[src/rtl/instr_sequencer.sv]
// -----------------------------------------------------------------------------
// instr_sequencer
// Multi-cycle instruction sequencer. It steps through
// IDLE -> FETCH -> DECODE -> EXEC -> (MEM) -> (WB) -> FETCH and drives the
// datapath enables for the decoded instruction class. Memory waits in FETCH
// and MEM are bounded by TIMEOUT. HALT and ERR are terminal until rst.
//
// Parameters
//   TIMEOUT : maximum consecutive mem_ready-low cycles in FETCH/MEM (1..255)
//   CNT_W   : width of the retired-instruction counter
//
// Ports
//   clk, rst            : clock, asynchronous active-high reset
//   start_i             : level, leaves IDLE
//   op_class_i[2:0]     : 0 ALU, 1 LOAD, 2 STORE, 3 BRANCH, 4 HALT, 5-7 illegal
//   branch_taken_i      : branch condition, used in EXEC
//   mem_ready_i         : memory completion strobe
//   mem_req_o, mem_we_o : memory request / write enable
//   ir_load_o, pc_inc_o, pc_load_o, alu_en_o, flag_en_o, rf_we_o, rf_wsel_o
//                       : datapath enables (rf_wsel 0 = ALU, 1 = memory data)
//   state_o[2:0]        : current state encoding
//   busy_o, halted_o, err_o : status
//   instr_count_o       : saturating retired-instruction count
// -----------------------------------------------------------------------------
module instr_sequencer #(
  parameter int TIMEOUT = 15,
  parameter int CNT_W   = 16
) (
  input  logic             clk,
  input  logic             rst,
  input  logic             start_i,
  input  logic [2:0]       op_class_i,
  input  logic             branch_taken_i,
  input  logic             mem_ready_i,
  output logic             mem_req_o,
  output logic             mem_we_o,
  output logic             ir_load_o,
  output logic             pc_inc_o,
  output logic             pc_load_o,
  output logic             alu_en_o,
  output logic             flag_en_o,
  output logic             rf_we_o,
  output logic             rf_wsel_o,
  output logic [2:0]       state_o,
  output logic             busy_o,
  output logic             halted_o,
  output logic             err_o,
  output logic [CNT_W-1:0] instr_count_o
);

  typedef enum logic [2:0] {
    S_IDLE   = 3'd0,
    S_FETCH  = 3'd1,
    S_DECODE = 3'd2,
    S_EXEC   = 3'd3,
    S_MEM    = 3'd4,
    S_WB     = 3'd5,
    S_HALT   = 3'd6,
    S_ERR    = 3'd7
  } state_t;

  localparam logic [2:0] C_ALU    = 3'd0;
  localparam logic [2:0] C_LOAD   = 3'd1;
  localparam logic [2:0] C_STORE  = 3'd2;
  localparam logic [2:0] C_BRANCH = 3'd3;
  localparam logic [2:0] C_HALT   = 3'd4;

  // Wait counter value of the last permitted mem_ready-low cycle.
  localparam logic [7:0] WAIT_LAST = 8'(TIMEOUT - 1);

  state_t             state_q;
  logic [2:0]         class_q;
  logic [7:0]         wait_q;
  logic [CNT_W-1:0]   cnt_q;

  // Saturating increment of the retirement counter.
  function automatic logic [CNT_W-1:0] sat_inc(input logic [CNT_W-1:0] v);
    if (v == {CNT_W{1'b1}}) begin
      return v;
    end else begin
      return v + {{(CNT_W-1){1'b0}}, 1'b1};
    end
  endfunction

  // FSM: state, latched class, memory wait counter and retirement counter.
  always_ff @(posedge clk or posedge rst) begin
    if (rst) begin
      state_q <= S_IDLE;
      class_q <= 3'd0;
      wait_q  <= 8'd0;
      cnt_q   <= '0;
    end else begin
      case (state_q)
        S_IDLE: begin
          if (start_i) begin
            state_q <= S_FETCH;
            wait_q  <= 8'd0;
          end
        end
        S_FETCH: begin
          // mem_ready on the limit cycle wins over the timeout.
          if (mem_ready_i) begin
            state_q <= S_DECODE;
          end else if (wait_q == WAIT_LAST) begin
            state_q <= S_ERR;
          end else begin
            wait_q <= wait_q + 8'd1;
          end
        end
        S_DECODE: begin
          class_q <= op_class_i;
          case (op_class_i)
            C_ALU, C_LOAD, C_STORE, C_BRANCH: state_q <= S_EXEC;
            C_HALT: begin
              state_q <= S_HALT;
              cnt_q   <= sat_inc(cnt_q);
            end
            default: state_q <= S_ERR;
          endcase
        end
        S_EXEC: begin
          case (class_q)
            C_BRANCH: begin
              state_q <= S_FETCH;
              wait_q  <= 8'd0;
              cnt_q   <= sat_inc(cnt_q);
            end
            C_ALU: state_q <= S_WB;
            C_LOAD, C_STORE: begin
              state_q <= S_MEM;
              wait_q  <= 8'd0;
            end
            default: state_q <= S_ERR;
          endcase
        end
        S_MEM: begin
          if (mem_ready_i) begin
            if (class_q == C_STORE) begin
              state_q <= S_FETCH;
              wait_q  <= 8'd0;
              cnt_q   <= sat_inc(cnt_q);
            end else begin
              state_q <= S_WB;
            end
          end else if (wait_q == WAIT_LAST) begin
            state_q <= S_ERR;
          end else begin
            wait_q <= wait_q + 8'd1;
          end
        end
        S_WB: begin
          state_q <= S_FETCH;
          wait_q  <= 8'd0;
          cnt_q   <= sat_inc(cnt_q);
        end
        S_HALT:  state_q <= S_HALT;
        S_ERR:   state_q <= S_ERR;
        default: state_q <= S_ERR;
      endcase
    end
  end

  // Output decode from state, latched class and current inputs; each enable
  // belongs to exactly one state so none can be active in two states.
  always_comb begin
    mem_req_o = 1'b0;
    mem_we_o  = 1'b0;
    ir_load_o = 1'b0;
    pc_inc_o  = 1'b0;
    pc_load_o = 1'b0;
    alu_en_o  = 1'b0;
    flag_en_o = 1'b0;
    rf_we_o   = 1'b0;
    rf_wsel_o = 1'b0;
    busy_o    = 1'b0;
    halted_o  = 1'b0;
    err_o     = 1'b0;
    case (state_q)
      S_FETCH: begin
        busy_o    = 1'b1;
        mem_req_o = 1'b1;
        ir_load_o = mem_ready_i;
        pc_inc_o  = mem_ready_i;
      end
      S_DECODE: busy_o = 1'b1;
      S_EXEC: begin
        busy_o    = 1'b1;
        alu_en_o  = 1'b1;
        flag_en_o = (class_q == C_ALU);
        pc_load_o = (class_q == C_BRANCH) && branch_taken_i;
      end
      S_MEM: begin
        busy_o    = 1'b1;
        mem_req_o = 1'b1;
        mem_we_o  = (class_q == C_STORE);
      end
      S_WB: begin
        busy_o    = 1'b1;
        rf_we_o   = 1'b1;
        rf_wsel_o = (class_q == C_LOAD);
      end
      S_HALT:  halted_o = 1'b1;
      S_ERR:   err_o    = 1'b1;
      default: busy_o   = 1'b0;
    endcase
  end

  assign state_o       = state_q;
  assign instr_count_o = cnt_q;

endmodule

[config.mk]
export PLATFORM = sky130hd
export DESIGN_NAME = instr_sequencer
export DESIGN_NICKNAME = d
export VERILOG_FILES = /design/src/rtl/instr_sequencer.sv
export SDC_FILE = /design/constraint.sdc
export NUM_CORES = 1
export LEC_CHECK = 0
export BUFFER_PORTS_ARGS = -buffer_cell sky130_fd_sc_hd__buf_2
export CORE_MARGIN = 8
export CORE_UTILIZATION = 31
export CTS_CLUSTER_DIAMETER = 120
export DETAILED_ROUTE_END_ITERATION = 7
export PLACE_DENSITY = 0.57
export SKIP_CTS_REPAIR_TIMING = 1
export SLEW_MARGIN = 15
export SYNTH_ARGS = -nofsm -noshare
export SYNTH_HDL_FRONTEND = slang
export SYNTH_SLANG_ARGS = --single-unit
[constraint.sdc]
create_clock -name clk -period 2.5 [get_ports clk]
set_clock_uncertainty 0.15 [all_clocks]
set_input_delay 0.375 -clock clk [delete_from_list [all_inputs] [get_ports clk]]
set_output_delay 0.375 -clock clk [all_outputs]
set_load 0.05 [all_outputs]
==> results.md <==
* Io pins at 39
* Hold Fails Final Rpt at 0
* Period Utilization, post-route at 88.8%
* Via density per instance at 5.14
* Worst-skew pair later-pin latency at 0.29 ns
* Prevailing post-synth register cell: dfrtp_1
* Initial Util at 31.6%
* Async SR Flop Fraction at 100%
* Critical Path, Cell by Cell: buf_4 -> nand2b_1 -> a21oi_1 -> buf_2
* Status: finished clean
* Rows at 28
* Dpl hpwl at 3.34 mm
* Most frequent cell after synthesis: dfrtp_1
* Total GRT Usage at 11.1%
* CP endpoint kind: primary output
* CTS H-Tree Depth at 2
* Critical path's largest stage delay at 0.50 ns
* Unrepaired setup endpoints after global routing: no
* Synth top cells by count: dfrtp_1 (30), nor2_1 (17), nor3_1 (15), inv_1 (13)
* Max Cap Viol at 0
* Post-DP Area at 0.00220 mm^2
* DRC at 0
* Grt total ovfl at 0
* Drt first-iter violations at 50
* Area grow syn2layout at 24.7%
* Area leader, netlist: dfrtp_1
* Syn Nets at 210
* Sequential share of the synthesized area at 40.8%
* Hold crit path type: input port to async pin
* Routed wire per std cell at 14.1 um
* CP Class: register to primary output
* Power Density at 406 mW/mm^2
* Ys Warns at 0
* Syn Inst Count at 199
* Synth Area per Inst at 9.24 um^2
* Core area at 0.00582 mm^2
* Final Instance Area at 0.00229 mm^2
* TritonCTS Buffers at 5
* Synthesized area at 0.00184 mm^2
* Design Power at 0.000932 W
* CP Launch Type: register
* Diodes inserted at 0
* Slew Viols, Final at 0
* IO Port Bufs at 38
* Leakage power at 1.06 nW
* Crit path max fanout at 11
* Slew of the pin with the lowest slew margin at 0.694 ns
* Largest net degree at the start of global routing at 31
* Yosys top cell area share at 40.8%
* Min cycle time layout at 2.22 ns
* Die area at 0.00865 mm^2
* Root buffer cell: clkbuf_8
* Vias at 1,646
* Yosys reg bits at 30
* CTS max path bufs at 2
* Max Fclk at 451 MHz
* Vias in the first global route at 1,652
* Synth area leaders: dfrtp_1 (41%), xor2_1 (5.2%), nor3_1 (4.1%)
* Rel. slew slack at 53.5%
* Filler Cell Count at 601
* Drt pass-1 iters at 4
* VDD IR max at 185 uV
* CTS tree: done
* Final GP Congestion at 0.824
* Netlist cell types at 49
* Antenna viol nets, final at 0
* # setup viols final at 0
* Clock sinks at 30
* WP data arrival at 1.69 ns
* Final wirelength at 4.51 mm
* Fraction of layout cells with a size suffix above 1 at 31.4%
* Crit-path slowest cell: dfrtp_1
* Width of the die at 93.0 um
* Nets at 255
* First-pass GRT wire length at 7.78 mm
* Clock-pin transition on the worst setup and hold timing paths at 0.07 ns
* Initial antenna violation count at 0
* Die height at 93.0 um
* EDFF count, synth at 0
* Critical path required time at 1.98 ns
## cells by family (layout without fill, tap and decap cells)
logic type / Yosys count / in the layout / share of synthesized area [%]
AOI/OAI and AO/OA: 39 / 39 / 15.4
and+or+nand+nor: 86 / 86 / 26.5
xor gates and xnor gates: 14 / 14 / 6.67
adders and majority gates: 3 / 3 / 2.04
muxes: 6 / 6 / 3.61
DFF: 30 / 30 / 40.8
buffers and inverters: 21 / 67 / 4.97
## report_power, final
part / switching [W] / internal, W
clock: 0.000199 / 0.000221
combinational: 0.0000192 / 0.00000812
sequential: 0 / 0.000485
## per-layer routing
layer	up-vias	part of all wire [%]	track usage (%)
met3	8	6.6	3.29
met4	0	1.7	5.37
met2	52	46	17.5
met1	781	46	13.4
li1	805	-	-
met5	-	0	0
## path summary, 6_finish.rpt
check                           cells past startpoint  slack (ns)          endpoint        from
worst min-delay path                                3       0.004  instr_count_o[5]         rst
worst max register to register                      8        0.28         wait_q[6]   wait_q[0]
worst min register to register                      1        0.34         wait_q[7]   wait_q[7]
min in group clk                                    3        0.18        state_o[0]     start_i
max in group asynchronous                           3        1.90         wait_q[1]         rst
worst max-delay path                                4        0.28         mem_req_o  state_o[0]
## layout by cell type (no fill, tap or decap), types with 2 or more instances in the layout
cell type	synthesis	final
a21oi_1	9	8
and3_1	3	3
buf_2	4	38
buf_4	2	8
clkbuf_8	0	6
dfrtp_1	30	30
ha_1	3	3
inv_1	13	13
mux2_2	5	5
nand2_1	11	11
nand2b_1	3	3
nand3_1	10	10
nand3b_1	3	3
nand4_1	5	5
nor2_1	17	17
nor2b_1	3	3
nor3_1	15	11
nor3_2	1	3
nor3_4	0	2
nor3b_1	3	3
nor4_1	3	3
o211ai_1	2	2
o21ai_0	10	10
o31ai_1	4	4
xnor2_1	3	3
xor2_1	11	11
## critical path: cells and delay by family, from the launching register on
kind	cells	cell delay [ns]
compound gates	1	0.22
buf+inv	2	0.55
flops	1	0.50
simple gates	1	0.14
## cell type report
cell class,count,area [um^2],area share [%]
clock buffers,6,82.6,3.60
clock inverters,2,12.5,0.546
inverters,13,48.8,2.13
multi-input cells,148,1050,46.0
flip-flops and latches,30,751,32.7
well taps,75,93.8,4.09
repair buffers,46,250,10.9
## flip-flops by register name (all words and copies together), names as in the netlist
name / cells
class_q: 3
instr_count_o: 16
state_o: 3
wait_q: 8
## stage by stage
stage | util (%) | hold slack [ns] | TNS, ns | cells | setup WS, ns
floorplan | - | 0.287 | -0.211 | 199 | -0.145
global placement | 37.8 | 0.329 | 0 | 312 | 0.326
detailed placement | 37.8 | 0.318 | 0 | 312 | 0.293
CTS | 39.4 | 0.0116 | 0 | 320 | 0.275
global route | 39.4 | 0.0422 | 0 | 320 | 0.0902
finish | 39.4 | 0.00390 | 0 | 320 | 0.280
No activity file was read; power rests on OpenSTA's default activity.
